`config.mk`:
```
export PLATFORM = sky130hd
export DESIGN_NAME = keyboard_voice_alloc
export DESIGN_NICKNAME = d
export VERILOG_FILES = /design/src/rtl/keyboard_pkg.sv /design/src/rtl/voice_slot.sv /design/src/rtl/keyboard_voice_alloc.sv
export SDC_FILE = /design/constraint.sdc
export NUM_CORES = 1
export LEC_CHECK = 0
export CAP_MARGIN = 20
export CORE_MARGIN = 2
export CORE_UTILIZATION = 52
export DETAILED_ROUTE_END_ITERATION = 12
export DONT_BUFFER_PORTS = 1
export HOLD_SLACK_MARGIN = 0.06
export PLACE_DENSITY = 0.67
export SYNTH_ARGS = -nofsm -noshare
export SYNTH_HDL_FRONTEND = slang
export SYNTH_SLANG_ARGS = --single-unit
```
`constraint.sdc`:
```
create_clock -name clk -period 7.47 [get_ports clk]
set_input_delay 0.747 -clock clk [delete_from_list [all_inputs] [get_ports clk]]
set_output_delay 0.747 -clock clk [all_outputs]
set_load 0.01 [all_outputs]
```
`src/rtl/keyboard_pkg.sv`:
```
// Shared types and helpers for the polyphonic keyboard voice allocator:
// voice slot states, the packed note descriptor and the HID key map.
package keyboard_pkg;

    typedef enum logic [1:0] {
        IDLE      = 2'd0,
        HELD      = 2'd1,
        SUSTAINED = 2'd2,
        RELEASING = 2'd3
    } voice_state_t;

    // note: 1=C .. 7=B; flat marks the black key just below that note.
    typedef struct packed {
        logic [2:0] note;
        logic [2:0] octave;
        logic       flat;
    } note_t;

    typedef struct packed {
        logic  valid;
        note_t nt;
    } note_lookup_t;

    // Control keys (F1..F4), acted on at press only.
    localparam logic [7:0] HID_INSTR0   = 8'h3A;
    localparam logic [7:0] HID_INSTR1   = 8'h3B;
    localparam logic [7:0] HID_OCT_DOWN = 8'h3C;
    localparam logic [7:0] HID_OCT_UP   = 8'h3D;

    // Age counters only need to rank up to 8 voices.
    localparam int AGE_W = 3;

    function automatic note_lookup_t mk_note(input logic [2:0] n, input logic f,
                                             input logic [2:0] o);
        return {1'b1, n, o, f};
    endfunction

    // 37-key layout: Z-row + home row = octave 1, ",./;L" + Q-row/digits = octave 2
    // (continuing from F2 on Q), T..] = octave 3 plus C4 on ']'.
    function automatic note_lookup_t hid_to_note(input logic [7:0] code);
        note_lookup_t r;
        case (code)
            8'h1D: r = mk_note(3'd1, 1'b0, 3'd1);
            8'h16: r = mk_note(3'd2, 1'b1, 3'd1);
            8'h1B: r = mk_note(3'd2, 1'b0, 3'd1);
            8'h07: r = mk_note(3'd3, 1'b1, 3'd1);
            8'h06: r = mk_note(3'd3, 1'b0, 3'd1);
            8'h19: r = mk_note(3'd4, 1'b0, 3'd1);
            8'h0A: r = mk_note(3'd5, 1'b1, 3'd1);
            8'h05: r = mk_note(3'd5, 1'b0, 3'd1);
            8'h0B: r = mk_note(3'd6, 1'b1, 3'd1);
            8'h11: r = mk_note(3'd6, 1'b0, 3'd1);
            8'h0D: r = mk_note(3'd7, 1'b1, 3'd1);
            8'h10: r = mk_note(3'd7, 1'b0, 3'd1);
            8'h36: r = mk_note(3'd1, 1'b0, 3'd2);
            8'h0F: r = mk_note(3'd2, 1'b1, 3'd2);
            8'h37: r = mk_note(3'd2, 1'b0, 3'd2);
            8'h33: r = mk_note(3'd3, 1'b1, 3'd2);
            8'h38: r = mk_note(3'd3, 1'b0, 3'd2);
            8'h14: r = mk_note(3'd4, 1'b0, 3'd2);
            8'h1F: r = mk_note(3'd5, 1'b1, 3'd2);
            8'h1A: r = mk_note(3'd5, 1'b0, 3'd2);
            8'h20: r = mk_note(3'd6, 1'b1, 3'd2);
            8'h08: r = mk_note(3'd6, 1'b0, 3'd2);
            8'h21: r = mk_note(3'd7, 1'b1, 3'd2);
            8'h15: r = mk_note(3'd7, 1'b0, 3'd2);
            8'h17: r = mk_note(3'd1, 1'b0, 3'd3);
            8'h23: r = mk_note(3'd2, 1'b1, 3'd3);
            8'h1C: r = mk_note(3'd2, 1'b0, 3'd3);
            8'h24: r = mk_note(3'd3, 1'b1, 3'd3);
            8'h18: r = mk_note(3'd3, 1'b0, 3'd3);
            8'h0C: r = mk_note(3'd4, 1'b0, 3'd3);
            8'h26: r = mk_note(3'd5, 1'b1, 3'd3);
            8'h12: r = mk_note(3'd5, 1'b0, 3'd3);
            8'h27: r = mk_note(3'd6, 1'b1, 3'd3);
            8'h13: r = mk_note(3'd6, 1'b0, 3'd3);
            8'h2D: r = mk_note(3'd7, 1'b1, 3'd3);
            8'h2F: r = mk_note(3'd7, 1'b0, 3'd3);
            8'h30: r = mk_note(3'd1, 1'b0, 3'd4);
            default: r = '0;
        endcase
        return r;
    endfunction

    // Base octave plus signed shift (-1..+1), clamped to 1..4.
    function automatic logic [2:0] shift_octave(input logic [2:0] base,
                                                input logic [1:0] shift);
        logic [3:0] sum;
        sum = {1'b0, base} + {{2{shift[1]}}, shift};
        if (sum == 4'd0)      return 3'd1;
        else if (sum > 4'd4)  return 3'd4;
        else                  return sum[2:0];
    endfunction

endpackage

```
`src/rtl/voice_slot.sv`:
```
// One voice slot: lifecycle FSM, stored key code / note, age rank and the
// release-tail counter. The allocator in the top level decides when to load it.
module voice_slot
    import keyboard_pkg::*;
#(
    parameter int NUM_VOICES  = 4,
    parameter int RELEASE_CYC = 1024,
    parameter int REL_W       = $clog2(RELEASE_CYC + 1)
) (
    input  logic               clk,
    input  logic               reset,
    input  logic               i_alloc,
    input  logic               i_age_inc,
    input  logic               i_key_up,
    input  logic               i_sustain,
    input  logic [7:0]         i_code,
    input  note_t              i_note,
    output voice_state_t       o_state,
    output logic [7:0]         o_code,
    output note_t              o_note,
    output logic [AGE_W-1:0]   o_age
);

    localparam logic [AGE_W-1:0] AGE_MAX = AGE_W'(NUM_VOICES - 1);
    localparam logic [REL_W-1:0] REL_LAST = REL_W'(RELEASE_CYC - 1);

    voice_state_t     r_state;
    logic [7:0]       r_code;
    note_t            r_note;
    logic [AGE_W-1:0] r_age;
    logic [REL_W-1:0] r_rel_cnt;

    logic w_rel_hit;

    // Only a physically held key can be released; sustained slots ignore key-ups.
    assign w_rel_hit = i_key_up && (r_state == HELD) && (r_code == i_code);

    // Slot FSM: a load wins over everything, including a same-cycle expiry.
    always_ff @(posedge clk) begin
        if (reset) begin
            r_state   <= IDLE;
            r_code    <= '0;
            r_note    <= '0;
            r_age     <= '0;
            r_rel_cnt <= '0;
        end else if (i_alloc) begin
            r_state   <= HELD;
            r_code    <= i_code;
            r_note    <= i_note;
            r_age     <= '0;
            r_rel_cnt <= '0;
        end else begin
            if (i_age_inc && (r_state != IDLE) && (r_age != AGE_MAX))
                r_age <= r_age + 1'b1;
            case (r_state)
                HELD: begin
                    if (w_rel_hit) begin
                        // Sustain low here also covers a pedal release in the same cycle.
                        r_state   <= i_sustain ? SUSTAINED : RELEASING;
                        r_rel_cnt <= '0;
                    end
                end
                SUSTAINED: begin
                    if (!i_sustain) begin
                        r_state   <= RELEASING;
                        r_rel_cnt <= '0;
                    end
                end
                RELEASING: begin
                    if (r_rel_cnt == REL_LAST) begin
                        r_state   <= IDLE;
                        r_code    <= '0;
                        r_note    <= '0;
                        r_age     <= '0;
                        r_rel_cnt <= '0;
                    end else begin
                        r_rel_cnt <= r_rel_cnt + 1'b1;
                    end
                end
                default: ;
            endcase
        end
    end

    assign o_state = r_state;
    assign o_code  = r_code;
    assign o_note  = r_note;
    assign o_age   = r_age;

endmodule

```
`src/rtl/keyboard_voice_alloc.sv`:
```
// Polyphonic keyboard front end: decodes HID key events, keeps the instrument
// and octave-shift registers and assigns note presses to voice slots.
module keyboard_voice_alloc
    import keyboard_pkg::*;
#(
    parameter int NUM_VOICES  = 4,
    parameter int RELEASE_CYC = 1024,
    parameter int REL_W       = $clog2(RELEASE_CYC + 1)
) (
    input  logic                      clk,
    input  logic                      reset,
    input  logic                      key_valid,
    input  logic [7:0]                key_code,
    input  logic                      key_up,
    input  logic                      sustain,
    output logic                      instrument,
    output logic [1:0]                oct_shift,
    output logic [NUM_VOICES-1:0]     voice_active,
    output logic [NUM_VOICES-1:0]     voice_gate,
    output logic [3*NUM_VOICES-1:0]   voice_note,
    output logic [3*NUM_VOICES-1:0]   voice_octave,
    output logic [NUM_VOICES-1:0]     voice_flat
);

    localparam int IDX_W = $clog2(NUM_VOICES);

    logic              r_instrument;
    logic [1:0]        r_oct_shift;

    voice_state_t      w_state [NUM_VOICES];
    logic [7:0]        w_code  [NUM_VOICES];
    note_t             w_vnote [NUM_VOICES];
    logic [AGE_W-1:0]  w_age   [NUM_VOICES];

    note_lookup_t      w_lookup;
    note_t             w_new_note;
    logic              w_press;
    logic              w_up;
    logic              w_note_press;

    logic              w_hit_found;
    logic [IDX_W-1:0]  w_hit_idx;
    logic              w_idle_found;
    logic [IDX_W-1:0]  w_idle_idx;
    logic              w_rel_found;
    logic [IDX_W-1:0]  w_rel_idx;
    logic [AGE_W-1:0]  w_rel_age;
    logic [IDX_W-1:0]  w_steal_idx;
    logic [AGE_W-1:0]  w_steal_age;
    logic [IDX_W-1:0]  w_target;

    assign w_press      = key_valid && !key_up;
    assign w_up         = key_valid && key_up;
    assign w_lookup     = hid_to_note(key_code);
    assign w_note_press = w_press && w_lookup.valid;

    // Octave is frozen at press time using the shift in force before this event.
    always_comb begin
        w_new_note        = w_lookup.nt;
        w_new_note.octave = shift_octave(w_lookup.nt.octave, r_oct_shift);
    end

    // Slot selection: retrigger of a held/sustained key, else first idle slot,
    // else oldest releasing slot, else steal the oldest sounding slot.
    always_comb begin
        w_hit_found  = 1'b0;
        w_hit_idx    = '0;
        w_idle_found = 1'b0;
        w_idle_idx   = '0;
        w_rel_found  = 1'b0;
        w_rel_idx    = '0;
        w_rel_age    = '0;
        w_steal_idx  = '0;
        w_steal_age  = '0;
        for (int i = 0; i < NUM_VOICES; i++) begin
            if (!w_hit_found && ((w_state[i] == HELD) || (w_state[i] == SUSTAINED))
                && (w_code[i] == key_code)) begin
                w_hit_found = 1'b1;
                w_hit_idx   = IDX_W'(i);
            end
            if (!w_idle_found && (w_state[i] == IDLE)) begin
                w_idle_found = 1'b1;
                w_idle_idx   = IDX_W'(i);
            end
            // Strict compare keeps the lowest index on an age tie.
            if ((w_state[i] == RELEASING) && (!w_rel_found || (w_age[i] > w_rel_age))) begin
                w_rel_found = 1'b1;
                w_rel_idx   = IDX_W'(i);
                w_rel_age   = w_age[i];
            end
            if ((i == 0) || (w_age[i] > w_steal_age)) begin
                w_steal_idx = IDX_W'(i);
                w_steal_age = w_age[i];
            end
        end
        if (w_hit_found)       w_target = w_hit_idx;
        else if (w_idle_found) w_target = w_idle_idx;
        else if (w_rel_found)  w_target = w_rel_idx;
        else                   w_target = w_steal_idx;
    end

    // Instrument select and saturating global octave shift (press only).
    always_ff @(posedge clk) begin
        if (reset) begin
            r_instrument <= 1'b0;
            r_oct_shift  <= 2'b00;
        end else if (w_press) begin
            case (key_code)
                HID_INSTR0:   r_instrument <= 1'b0;
                HID_INSTR1:   r_instrument <= 1'b1;
                HID_OCT_DOWN: if (r_oct_shift != 2'b11) r_oct_shift <= r_oct_shift - 1'b1;
                HID_OCT_UP:   if (r_oct_shift != 2'b01) r_oct_shift <= r_oct_shift + 1'b1;
                default: ;
            endcase
        end
    end

    assign instrument = r_instrument;
    assign oct_shift  = r_oct_shift;

    for (genvar g = 0; g < NUM_VOICES; g++) begin : g_voice
        logic w_alloc;
        logic w_age_inc;

        assign w_alloc   = w_note_press && (w_target == IDX_W'(g));
        assign w_age_inc = w_note_press && (w_target != IDX_W'(g));

        voice_slot #(
            .NUM_VOICES  (NUM_VOICES),
            .RELEASE_CYC (RELEASE_CYC),
            .REL_W       (REL_W)
        ) u_slot (
            .clk       (clk),
            .reset     (reset),
            .i_alloc   (w_alloc),
            .i_age_inc (w_age_inc),
            .i_key_up  (w_up),
            .i_sustain (sustain),
            .i_code    (key_code),
            .i_note    (w_new_note),
            .o_state   (w_state[g]),
            .o_code    (w_code[g]),
            .o_note    (w_vnote[g]),
            .o_age     (w_age[g])
        );

        assign voice_active[g]       = (w_state[g] != IDLE);
        assign voice_gate[g]         = (w_state[g] == HELD);
        assign voice_note[3*g +: 3]   = w_vnote[g].note;
        assign voice_octave[3*g +: 3] = w_vnote[g].octave;
        assign voice_flat[g]         = w_vnote[g].flat;
    end

endmodule

```
* Word level (Yosys, flattened, before mapping) *
Memory sizes are Yosys's and may differ from the RTL's.
Cells that the tools add are included.
Widths: inputs -> output; s select.

word-level totals
  bits in registers = 127
  bits in latches = 0
  memory bits (writable) = 0
  memory bits (read-only) = 512
  bits of input ports = 13
  output and inout port bits = 39
  logic and storage cells = 330
  memories = 1

cells by class
  $add $sub $neg = 11
  multiply operators = 0
  divide/modulo/power cells = 0
  order comparisons = 7
  equal/unequal tests = 62
  shifts and indexed selects = 0
  muxes and demuxes = 106
  bitwise logic cells = 0
  reductions and logical operators = 109

memory list
  memory           depth  width  rd ports  clocked after memory_dff  write ports  line                RTL
  (no name shown)  64     8      1         0                         0            keyboard_pkg.sv:42  case (code)

operator list
  cell                   number
  $pmux 11 s3            4
  $mux 8                 13
  $mux 11                9
  $mux 7                 12
  $mux 3                 19
  $add 11x1->11 const B  4
  $eq 11x10->1 const B   4
  $mux 2                 22
  $logic_and 1x1->1      40
  $reduce_and 4->1       9
  $eq 8x6->1 const B     4
  $eq 8x8->1             4
  $reduce_bool 2->1      15
  $ne 3x1->1 const B     8
  $ne 3x2->1 const B     8
  $pmux 2 s3             4
  $mux 1                 21
  $eq 2x2->1 const B     10
  $ne 2x1->1 const B     10
  $gt 3x3->1             6
  $ne 2x2->1 const B     9
  $reduce_bool 4->1      4
  $add 3x1->3 const B    4
  $logic_not 2->1        6
  other kinds (14)       46

* Logic depth before layout (Yosys ltp) *
Gate-level depths: netlist (run 1).

  depth in word-level cells = 24
  mapped depth = 25
  gate-level depth less buffers = 22

* Cells and area by module *
From an unflattened synthesis (run 1), not the netlist that was laid out.

unflattened totals
  cell total of the unflattened synthesis = 919
  area total of the unflattened synthesis = 7,946.4 sq um

by module, submodules not included
  module                               instances  cells each  area an instance (sq um)  seq. area each (sq um)
  voice_slot at g_voice[0].u_slot ...  3          144         1,405.1                   620.6
  keyboard_voice_alloc                 1          342         2,362.3                   60.1
  voice_slot at g_voice[3].u_slot      1          145         1,368.8                   620.6

* Worst setup path before layout (run 1) *
No wires, ideal clock.

  kind = reg-to-reg
  start point = reg g_voice[0].u_slot.r_state[0]
  end point = reg g_voice[2].u_slot.r_code[0]
  library setup time = 128 ps
  data arrival time = 5,373 ps
  data required time = 7,342 ps
  setup slack = 1,970 ps
  stages on the path, launching flop included = 25
  path buffers = 3
  clock period less this slack = 5,500 ps
  cell sequence = dfxtp_1 -> ha_1 -> clkbuf_1 -> nand2_1 -> ha_1 -> and4_1 -> a311o_2 -> nor2_1 -> a31oi_1 -> ha_1 -> nor2b_1 -> o211ai_1 -> a21oi_1 -> mux2_2 -> ha_1 -> nor2b_1 -> o31ai_1 -> o211ai_1 -> nor4_1 -> o2bb2ai_2 -> or3_1 -> buf_2 -> buf_6 -> a31oi_1 -> nor2_1

on the way
  word-level cells in the longest chain between the ends = 21
  elaborated cells on any way between the ends = 66
  those cells by class = order compare: 3; eq/ne: 4; mux: 28; reduce/logical: 31

RTL lines
  element                                               line                                                    RTL
  start, declared                                       voice_slot.sv:27                                        voice_state_t r_state;
  start signal, assigned                                voice_slot.sv:59                                        r_state <= i_sustain ? SUSTAINED : RELEASING;
  $eq 2x2->1 (tied with other cells)                    keyboard_voice_alloc.sv:86                              if ((w_state[i] == RELEASING) && (!w_rel_found || (w_age[i] > w_rel_age))) begin
  $mux 3 (tied with other cells)                        keyboard_voice_alloc.sv:86
  $gt 3x3->1 (tied with other cells)                    keyboard_voice_alloc.sv:86
  $logic_or 1x1->1 or $mux 1 (tied branches)            keyboard_voice_alloc.sv:86, keyboard_voice_alloc.sv:76
  $logic_and 1x1->1 or $logic_not 1->1 (tied branches)  keyboard_voice_alloc.sv:86, keyboard_voice_alloc.sv:76
  $mux 3 (tied with other cells)                        keyboard_voice_alloc.sv:86
  $gt 3x3->1 (tied with other cells)                    keyboard_voice_alloc.sv:86
  $logic_or 1x1->1 or $mux 1 (tied branches)            keyboard_voice_alloc.sv:86, keyboard_voice_alloc.sv:76
  (+5 left out)                                         -
  $mux 2 (tied with other cells)                        keyboard_voice_alloc.sv:86
  $mux 2 or $logic_and 1x1->1 (tied branches)           keyboard_voice_alloc.sv:98, keyboard_voice_alloc.sv:77
  $mux 2 (tied with other cells)                        keyboard_voice_alloc.sv:97                              else if (w_idle_found) w_target = w_idle_idx;
  $mux 2 (*)                                            keyboard_voice_alloc.sv:96                              if (w_hit_found) w_target = w_hit_idx;
  $eq 2x2->1 (*)                                        keyboard_voice_alloc.sv:125                             assign w_alloc = w_note_press && (w_target == IDX_W'(g));
  $logic_and 1x1->1 (*)                                 keyboard_voice_alloc.sv:125
  $reduce_bool 2->1 (no line)                           -
  $reduce_and 2->1 (no line)                            -
  end signal, assigned                                  voice_slot.sv:48                                        r_code <= i_code;
  end, declared                                         voice_slot.sv:28                                        logic [7:0] r_code;

Every way passes the cells marked *; elsewhere a longest branch is shown, timed or not.
A chain may end at the register's enable or synchronous reset.

* Worst setup path after layout (run 1) *
  start point = reg g_voice[0].u_slot.r_state[0]
  end point = reg g_voice[2].u_slot.r_rel_cnt[4]

on the way
  word-level cells in the longest chain between the ends = 20
  elaborated cells on any way between the ends = 63
  those cells by class = order compare: 3; eq/ne: 4; mux: 27; reduce/logical: 29

RTL lines
  element                                               line                                                    RTL
  $eq 2x2->1 (tied with other cells)                    keyboard_voice_alloc.sv:86
  $mux 3 (tied with other cells)                        keyboard_voice_alloc.sv:86
  $gt 3x3->1 (tied with other cells)                    keyboard_voice_alloc.sv:86
  $logic_or 1x1->1 or $mux 1 (tied branches)            keyboard_voice_alloc.sv:86, keyboard_voice_alloc.sv:76
  $logic_and 1x1->1 or $logic_not 1->1 (tied branches)  keyboard_voice_alloc.sv:86, keyboard_voice_alloc.sv:76
  $mux 3 (tied with other cells)                        keyboard_voice_alloc.sv:86
  $gt 3x3->1 (tied with other cells)                    keyboard_voice_alloc.sv:86
  $logic_or 1x1->1 or $mux 1 (tied branches)            keyboard_voice_alloc.sv:86, keyboard_voice_alloc.sv:76
  (+4 left out)                                         -
  $logic_and 1x1->1 or $logic_not 1->1 (tied branches)  keyboard_voice_alloc.sv:86, keyboard_voice_alloc.sv:76
  $mux 2 (tied with other cells)                        keyboard_voice_alloc.sv:86
  $mux 2 or $logic_and 1x1->1 (tied branches)           keyboard_voice_alloc.sv:98, keyboard_voice_alloc.sv:77
  $mux 2 (tied with other cells)                        keyboard_voice_alloc.sv:97
  $mux 2 (*)                                            keyboard_voice_alloc.sv:96
  $eq 2x2->1 (*)                                        keyboard_voice_alloc.sv:125
  $logic_and 1x1->1 (*)                                 keyboard_voice_alloc.sv:125
  $reduce_or 2->1 (no line) (*)                         -
  end signal, assigned                                  voice_slot.sv:77                                        r_rel_cnt <= r_rel_cnt + 1'b1;
  end, declared                                         voice_slot.sv:31                                        logic [REL_W-1:0] r_rel_cnt;

Marked as above.

==> results of run 1 <==
cell usage after synthesis, types with 6 or more instances:
cell type / instances / area, µm²
mux2i_1: 19 / 190
a21o_1: 6 / 45.0
and3_1: 23 / 144
buf_2: 16 / 80.1
nand2b_1: 11 / 68.8
nor2_1: 75 / 282
inv_1: 44 / 165
nor4_1: 14 / 87.6
mux2_2: 7 / 78.8
nor3_1: 12 / 60.1
a31oi_1: 10 / 62.6
nand3_1: 57 / 285
dfxtp_1: 127 / 2540
and2_1: 10 / 62.6
ha_1: 63 / 788
o21ai_0: 43 / 215
nand4_1: 27 / 169
a21oi_1: 59 / 295
xor2_1: 46 / 403
or2_2: 6 / 37.5
xnor2_1: 23 / 201
a211oi_1: 16 / 120
o21ai_1: 7 / 35.0
clkbuf_1: 25 / 93.8
nor2b_1: 12 / 75.1
nand2_1: 84 / 315
cells by family (layout without fill, tap and decap cells):
| kind of cell | Yosys count | after routing | share of synthesized area |
|---|---|---|---|
| xor gates and xnor gates | 69 | 69 | 0.0776 |
| AOI/OAI and AO/OA | 197 | 197 | 0.164 |
| adders and majority gates | 64 | 64 | 0.104 |
| buffers and inverters | 94 | 81 | 0.0517 |
| DFF | 127 | 127 | 0.326 |
| and+or+nand+nor | 365 | 365 | 0.240 |
| muxes | 27 | 27 | 0.0360 |
state kept, by name, indices dropped and copies added (netlist names):
signal	cells
instrument	1
g_voice.u_slot.o_state	8
g_voice.u_slot.o_age	12
g_voice.u_slot.o_code	32
oct_shift	2
g_voice.u_slot.o_note	28
g_voice.u_slot.r_rel_cnt	44
final timing paths:
kind / startpoint / end / cells after the start
worst min register to register: g_voice[0].u_slot.r_rel_cnt[10] / g_voice[0].u_slot.r_rel_cnt[10] / 2
worst max-delay path: g_voice[0].u_slot.o_state[0] / g_voice[2].u_slot.r_rel_cnt[4] / 21
worst min-delay path: reset / g_voice[1].u_slot.o_state[0] / 1
worst max register to register: g_voice[0].u_slot.o_state[0] / g_voice[2].u_slot.r_rel_cnt[4] / 21
cell usage in the layout, fill, tap and decap left out, drive strengths merged, types with 5 or more instances in the layout:
master,Yosys,routed
clkinv,0,5
mux2,8,8
a21o,6,6
xor2,46,46
nand2,84,84
inv,44,47
or2,10,10
nor3b,5,5
nand2b,11,11
o211ai,6,6
nor3,13,13
and4,5,5
nor2,75,75
or3,5,5
xnor2,23,23
a21oi,60,60
o21a,5,5
a211oi,16,16
buf,25,5
nand4,27,27
nand3,57,57
clkbuf,25,18
nand3b,6,6
and2,10,10
nor2b,12,12
nor4,16,16
o21ai,51,51
dfxtp,127,127
mux2i,19,19
and3,23,23
a31oi,10,10
ha,63,63
per-stage QoR:
| step | instance area (µm²) | instances | worst slack, ps | hold slack [ps] | power (µW) |
|---|---|---|---|---|---|
| finish | 8450 | 1114 | 1020 | 406 | 2150 |
| global route | 8450 | 1114 | 318 | 387 | 2260 |
| CTS | 8450 | 1114 | 1060 | 386 | 2150 |
| detailed placement | 7820 | 1082 | 1100 | 428 | 1280 |
| global placement | 7820 | 1082 | 1340 | 420 | 1280 |
| floorplan | 7790 | 943 | 1970 | 410 | 1170 |
cell type report:
type	instances	area, µm²
Sequential cell	127	2540
Fill cell	1297	6140
Tap cell	184	230
Timing Repair Buffer	5	37.5
Clock buffer	18	439
Multi-Input combinational cell	722	4840
Inverter	44	165
Clock inverter	14	186
worst max-delay path: cells and delay by family, from the launching register on:
| kind | cells | cell delay (ps) |
|---|---|---|
| AND/OR/NAND/NOR | 8 | 2090 |
| AO/OA/AOI/OAI | 8 | 1980 |
| adder cells (fa/ha/maj) | 4 | 1500 |
| flip-flops | 1 | 410 |
| multiplexers | 1 | 380 |
power by group through the flow:
stage	sequential [µW]	clock (µW)	combinational, µW
3_5_place_dp	751	0	529
4_1_cts	737	886	532
2_1_floorplan	743	0	429
6_report	737	875	536
3_3_place_gp	750	0	527
5_1_grt	743	918	598
metal layers:
layer  vias up  routed length [µm]  track usage
met4         0                 393       0.0860
met3        28                 824       0.0599
met2       126                8900        0.391
met5         -                   0            0
li1       3305                   -            -
met1      3063                8900        0.320
==> results_dict.tcl, run 1 <==
set metrics [dict create \
    dp_hpwl_um 13500 \
    diodes 0 \
    min_period_ps 6450 \
    ctsHoldBuffers 0 \
    synth_area_mm2 0.00779 \
    fin_crit_sh 0.863 \
    share_clk_of_total_power 0.407 \
    fp.dieH_um 126 \
    crit_path_end_kind "flip-flop" \
    drc 0 \
    cp.arrival_ps 6790 \
    antenna_found_initial 0 \
    clockBufferDepth 2 \
    path_clk_slew_ps 60 \
    critPathMaxStageDelay_ps 830 \
    crit_top_cell "ha_1" \
    routedWlPerCell_um 17.1 \
    rows 44 \
    swShare 0.322 \
    crit_path_top_delay_cell "or3_1" \
    finalSetupViolations 0 \
    combPwrFrac 0.249 \
    synth_edf_count 0 \
    cp-start-kind "flip-flop" \
    initial_core_util 0.534 \
    syn-instance-count 943 \
    dieArea_mm2 0.0160 \
    worstPathCellList "ha_1 > nand2_1 > ha_1 > and4_1 > a311o_2 > nor2_1 > a31oi_1 > ha_1 > nor2b_1 > o211ai_1 > a21oi_1 > mux2_2 > ha_1 > nor2b_1 > o31ai_1 > o21ai_0 > a211o_1 > o21ai_1 > or3_1 > nand3b_2 > nor2_1" \
    drive_gt1_frac 0.0688 \
    cts_sinks 127 \
    core_mm2 0.0146 \
    cts_tree "done" \
    fin_worst_skew_ps 9.16 \
    postSynthAreaPerCell_um2 8.26 \
    utilization 0.579 \
    fp.dieW_um 126 \
    timing.fmax_mhz 155 \
    areaGrowthSynthToFinish_pct 8.42 \
    io_pins 52 \
    cp.required_ps 7810 \
    critPathMaxFanout 27 \
    synth_nets 1020 \
    io_buffers 0 \
    grt_pass1_vias 6113 \
    synth_cell_type_count 72 \
    gp_congestion 0.888 \
    maxCapViolCount 0 \
    post_cts_resized 0 \
    leakage_uw 0.00332 \
    vias 6522 \
    worstSkewPairLatency_ps 420 \
    hp-class "in2reg" \
    cts_made_buffers 17 \
    rsz0062_at_grt "no" \
    async_flop_share 0 \
    power.switching_uw 691 \
    cts_setup_buffers 0 \
    yosys_warnings 0 \
    firstDrtPassIters 5 \
    slew_headroom 0.358 \
    status "completed" \
    ys_seq_area_frac 0.326 \
    tightest_slew_ps 963 \
    power_frac_seq 0.343 \
    power_density_mw_per_mm2 254 \
    p_int_uw 1460 \
    grt_pass1_wl_um 31500 \
    htreeDepth 4 \
    criticalPathCategory "reg2reg" \
    slew_viol_final 0 \
    drt_iter0_drc 528 \
    grtUsageTotal 0.244 \
    drt_wl_total_um 19000 \
    hold_viol 0 \
    ys_ff_latch 127 \
    gr-total-overflow 0 \
    fin_setup_tns_ps 0 \
    antenna_left 0 \
    peakVddDrop_mv 0.184 \
    finish.net_count 994 \
    root_buffer "clkbuf_16" \
    grt_start_max_net_pins 59 \
    synthFlopType "dfxtp_1" \
    reg2reg_slack_ps 1020 \
    vias_per_cell 5.85 \
]
No activity file was read; power rests on OpenSTA's default activity.
==> run 2: changes to the inputs <==
SLEW_MARGIN = 40   (was unset)
==> run 2 against run 1 <==
  * Die area stayed put
  * Clock power shrank 1%
  * Total power decreased by 0.33%
  * Largest power group unchanged
==> results_dict.tcl, run 2 (synthesis results as in run 1) <==
set metrics [dict create \
    swShare 0.332 \
    htreeDepth 4 \
    fp.dieW_um 126 \
    placed_cell_area_mm2 0.00782 \
    rsz0062_at_grt "no" \
    crit_path_top_delay_cell "or3_2" \
    finish.net_count 994 \
    grt_pass1_vias 6014 \
    final_common_cell "dfxtp_1" \
    slew_viol_final 0 \
    io_pins 52 \
    fin_ws_ps 1170 \
    dieArea_mm2 0.0160 \
    mostFrequentLayoutCells "dfxtp_1, nand2_1, nor2_1" \
    drt_iter0_drc 460 \
    gp_congestion 0.888 \
    criticalPathCategory "reg2reg" \
    hp-class "in2reg" \
    core_mm2 0.0146 \
    reg2reg_slack_ps 1170 \
    fin_worst_skew_ps 9.80 \
    cp.required_ps 7820 \
    tightest_slew_ps 796 \
    leakage_uw 0.00331 \
    crit_path_end_kind "flip-flop" \
    critPathMaxFanout 27 \
    largest-register "g_voice.u_slot.r_rel_cnt" \
    cp.arrival_ps 6650 \
    grtUsageTotal 0.241 \
    ctsHoldBuffers 0 \
    power_density_mw_per_mm2 253 \
    p_int_uw 1430 \
    rows 44 \
    cts_made_buffers 17 \
    fillers 1298 \
    share_clk_of_total_power 0.404 \
    root_buffer "clkbuf_16" \
    timing.fmax_mhz 159 \
    dp_hpwl_um 13500 \
    slew_headroom 0.467 \
    drive_gt1_frac 0.0710 \
    antenna_left 0 \
    status "completed" \
    vias 6544 \
    largest_reg_flops 44 \
    cp-start-kind "flip-flop" \
    fp.dieH_um 126 \
    combPwrFrac 0.252 \
    critPathMaxStageDelay_ps 790 \
    areaGrowthSynthToFinish_pct 8.43 \
    crit_top_cell "ha_1" \
    maxCapViolCount 0 \
    post_cts_resized 0 \
    initial_core_util 0.534 \
    cts_tree "done" \
    finalSetupViolations 0 \
    dp_slack_ps 1240 \
    power.switching_uw 710 \
    gr-total-overflow 0 \
    diodes 0 \
    drc 0 \
    power_frac_seq 0.344 \
    grt_start_max_net_pins 59 \
    vias_per_cell 5.87 \
    drt_wl_total_um 19100 \
    min_period_ps 6300 \
    antenna_found_initial 0 \
    fin_crit_sh 0.843 \
    cts_setup_buffers 0 \
    cts_sinks 127 \
    path_clk_slew_ps 60 \
    grt_pass1_wl_um 31200 \
    fin_area_mm2 0.00845 \
    clockBufferDepth 2 \
    worstPathCellList "ha_1 > nand2_1 > ha_1 > and4_1 > a311o_2 > nor2_1 > a31oi_1 > ha_1 > nor2b_1 > o211ai_1 > a21oi_1 > mux2_2 > ha_1 > nor2b_1 > o31ai_1 > o211ai_1 > nor4_1 > o2bb2ai_2 > or3_2 > or2_0 > a21oi_1" \
    worstSkewPairLatency_ps 420 \
    firstDrtPassIters 6 \
    peakVddDrop_mv 0.207 \
    routedWlPerCell_um 17.1 \
    hold_viol 0 \
    io_buffers 0 \
    fin_setup_tns_ps 0 \
]
run 2: cell count changes in the layout (fill, tap and decap cells not counted), sizes merged:
cell,change
bufinv,-1
clkinv,-1
clkinvlp,+2
run 2: critical path, delay by kind of cell (launching register included):
family / cells / cell delay (ps)
flip-flops: 1 / 410
AO/OA/AOI/OAI: 8 / 1590
multiplexers: 1 / 380
AND/OR/NAND/NOR: 8 / 2340
adder cells (fa/ha/maj): 4 / 1490
run 2: path summary, 6_finish.rpt:
| path | startpoint | depth (start not counted) | end |
|---|---|---|---|
| min | reset | 1 | g_voice[1].u_slot.o_state[0] |
| max reg2reg | g_voice[0].u_slot.o_state[0] | 21 | g_voice[2].u_slot.o_code[3] |
| max | g_voice[0].u_slot.o_state[0] | 21 | g_voice[2].u_slot.o_code[3] |
| min reg2reg | g_voice[0].u_slot.r_rel_cnt[10] | 2 | g_voice[0].u_slot.r_rel_cnt[10] |
run 2: layer usage:
layer	vias up	part of all wire	global-route usage
met5	-	0	0
met4	0	0.020	0.0853
met2	161	0.47	0.394
met1	3039	0.46	0.314
li1	3314	-	-
met3	30	0.052	0.0531
run 2: metrics by stage:
| step | hold WS, ps | instances | power, µW | util |
|---|---|---|---|---|
| floorplan | 410 | 943 | 1170 | - |
| global placement | 420 | 1082 | 1280 | 0.536 |
| detailed placement | 428 | 1082 | 1280 | 0.536 |
| CTS | 394 | 1114 | 2150 | 0.579 |
| global route | 401 | 1114 | 2240 | 0.579 |
| finish | 420 | 1114 | 2140 | 0.579 |
run 2: power by group through the flow:
stage               logic, µW  registers (µW)  clock network (µW)
floorplan                 429             743                   0
global placement          527             750                   0
detailed placement        531             751                   0
CTS                       535             736                 875
global route              598             742                 904
finish                    539             737                 864
run 2: cell type report:
class | instances | area, µm² | area share
Clock inverter | 14 | 184 | 0.0218
Clock buffer | 18 | 439 | 0.0520
Inverter | 44 | 165 | 0.0196
Sequential cell | 127 | 2540 | 0.301
Multi-Input combinational cell | 722 | 4850 | 0.574
Tap cell | 184 | 230 | 0.0273
Timing Repair Buffer | 5 | 37.5 | 0.00444
==> run 3: changes to the inputs <==
clock period = 6.4 ns   (was 7.47 ns; I/O delays follow)
==> run 3 against run 2 <==
  * Utilization down 0.069 points
  * Worst setup slack worse by 650 ps
  * Design area down 0.12%
  * Non-clock buffer count up 3
  * Sequential power grew 17%
  * Maximum frequency increased by 7.1%
  * Clock skew down 2.1 ps
  * Clock-buffer cell count rose by 2
  * Register-to-register slack got worse by 650 ps
  * Wire length down 0.21%
  * First-iteration DRC count increased by 16%
==> results_dict.tcl, run 3 (synthesis results as in run 1) <==
set metrics [dict create \
    cts_setup_buffers 0 \
    drt_wl_total_um 19000 \
    critPathMaxFanout 23 \
    startpoint "g_voice[0].u_slot.o_state[0]" \
    rsz0062_at_grt "no" \
    maxCapViolCount 0 \
    finish.net_count 997 \
    met1_length_um 8790 \
    largest_reg_flops 44 \
    io_buffers 0 \
    leakage_uw 0.00331 \
    root_buffer "clkbuf_16" \
    hold_depth 1 \
    initial_core_util 0.534 \
    hold_start "reset" \
    drive_gt1_frac 0.0718 \
    reg2reg_slack_ps 520 \
    ctsHoldBuffers 0 \
    hp-class "in2reg" \
    finalSetupViolations 0 \
    placed_cells 1085 \
    post_cts_resized 0 \
    drt_iter0_drc 535 \
    crit_family "simple AND/OR/NAND/NOR gates" \
    fin_crit_sh 0.918 \
    r2r-end "g_voice[2].u_slot.o_note[3]" \
    vias_per_cell 5.86 \
    crit_path_end_kind "flip-flop" \
    placed_cell_area_mm2 0.00785 \
    slew_headroom 0.432 \
    crit_top_cell "ha_1" \
    cp_num_buf_inv 1 \
    fin_worst_skew_ps 7.74 \
    grt_pass1_wl_um 30900 \
    diodes 0 \
    grt_start_max_net_pins 59 \
    grtUsageTotal 0.240 \
    fp.dieW_um 126 \
    reg2reg_from "g_voice[0].u_slot.o_state[0]" \
    mostFrequentLayoutCells "dfxtp_1, nand2_1, nor2_1" \
    fp.dieH_um 126 \
    htreeDepth 4 \
    largest-register "g_voice.u_slot.r_rel_cnt" \
    worstHoldEndpoint "g_voice[1].u_slot.o_state[0]" \
    antenna_left 0 \
    power_density_mw_per_mm2 291 \
    timing.fmax_mhz 170 \
    critPathMaxStageDelay_ps 510 \
    cts_tree "done" \
    reg2reg_depth 22 \
    cts_sinks 127 \
    antenna_found_initial 0 \
    utilization 0.578 \
    cp.arrival_ps 6240 \
    top_layer_used "met4" \
    cp-start-kind "flip-flop" \
    criticalPathCategory "reg2reg" \
    routedWlPerCell_um 17.0 \
    stdcell_count 1117 \
    path_clk_slew_ps 60 \
    met3_length_um 968 \
    met2_length_um 8930 \
    drc 0 \
    rows 44 \
    worstPathCellList "ha_1 > nand2_1 > ha_1 > and4_1 > a311o_2 > nor2_1 > a31oi_1 > ha_1 > nor2b_1 > o211ai_1 > a21oi_1 > mux2_2 > ha_1 > nor2b_1 > o31ai_1 > o211ai_1 > nor4_1 > o2bb2ai_2 > or3_1 > buf_4 > or2_0 > a21oi_1" \
    slew_viol_final 0 \
    fin_setup_tns_ps 0 \
    min_period_ps 5880 \
    power_uw 2460 \
    gp_congestion 0.863 \
    vias 6548 \
    gr-total-overflow 0 \
    final_common_cell "dfxtp_1" \
    status "completed" \
    firstDrtPassIters 5 \
    areaGrowthSynthToFinish_pct 8.30 \
    dieArea_mm2 0.0160 \
    fin_area_mm2 0.00844 \
    hold_viol 0 \
    crit_path_top_delay_cell "nor4_1" \
    clockBufferDepth 2 \
    dp_hpwl_um 13500 \
    worstSkewPairLatency_ps 430 \
    tightest_slew_ps 843 \
    peakVddDrop_mv 0.203 \
    cp.required_ps 6760 \
    core_mm2 0.0146 \
    cts_made_buffers 17 \
    io_pins 52 \
    grt_pass1_vias 5924 \
]
==> run 3: through the flow <==
step | worst slack (ps) | hold slack [ps]
2_1_floorplan | 900 | 410
3_3_place_gp | 739 | 421
3_5_place_dp | 573 | 429
4_1_cts | 538 | 270
5_1_grt | 21.7 | 278
6_report | 524 | 293
==> run 3: worst max-delay path by stage <==
stage / end / cells after the start
final: g_voice[2].u_slot.o_note[3] / 22
after global routing: g_voice[2].u_slot.o_note[3] / 22
after CTS: g_voice[2].u_slot.o_note[3] / 22
after detailed placement: g_voice[2].u_slot.o_note[3] / 22
after global placement: g_voice[2].u_slot.o_note[3] / 22
after floorplan: g_voice[2].u_slot.o_code[0] / 24
==> run 3: power breakdown <==
| part | internal [µW] | leakage, µW | total, µW | switching, µW |
|---|---|---|---|---|
| logic | 219 | 0.00201 | 632 | 412 |
| registers | 821 | 0.00102 | 860 | 38.8 |
| clock network | 595 | 0.000279 | 967 | 372 |
==> run 3: area by class of cell <==
type                       instances  area [µm²]
multi-input combinational        722        4850
inverter                          44         165
timing repair buffer               8        60.1
sequential                       127        2540
clock buffer                      20         457
clock inverter                    12         135
tap                              184         230
fill                            1346        6150
==> run 3: metal layers <==
layer  GRT usage  vias up
met1       0.326     3062
met4      0.0834        0
met5           0        -
met2       0.382      155
met3      0.0472       27
li1            -     3304
==> run 3: worst reg2reg max path: stages (launching register included) <==
cell,delay (ps)
dfxtp_1,400
ha_1,310
nand2_1,90
ha_1,310
and4_1,180
a311o_2,410
nor2_1,100
a31oi_1,60
ha_1,330
nor2b_1,160
o211ai_1,120
a21oi_1,330
mux2_2,380
ha_1,300
nor2b_1,150
o31ai_1,200
o211ai_1,110
nor4_1,510
o2bb2ai_2,250
or3_1,500
buf_4,250
or2_0,240
a21oi_1,130
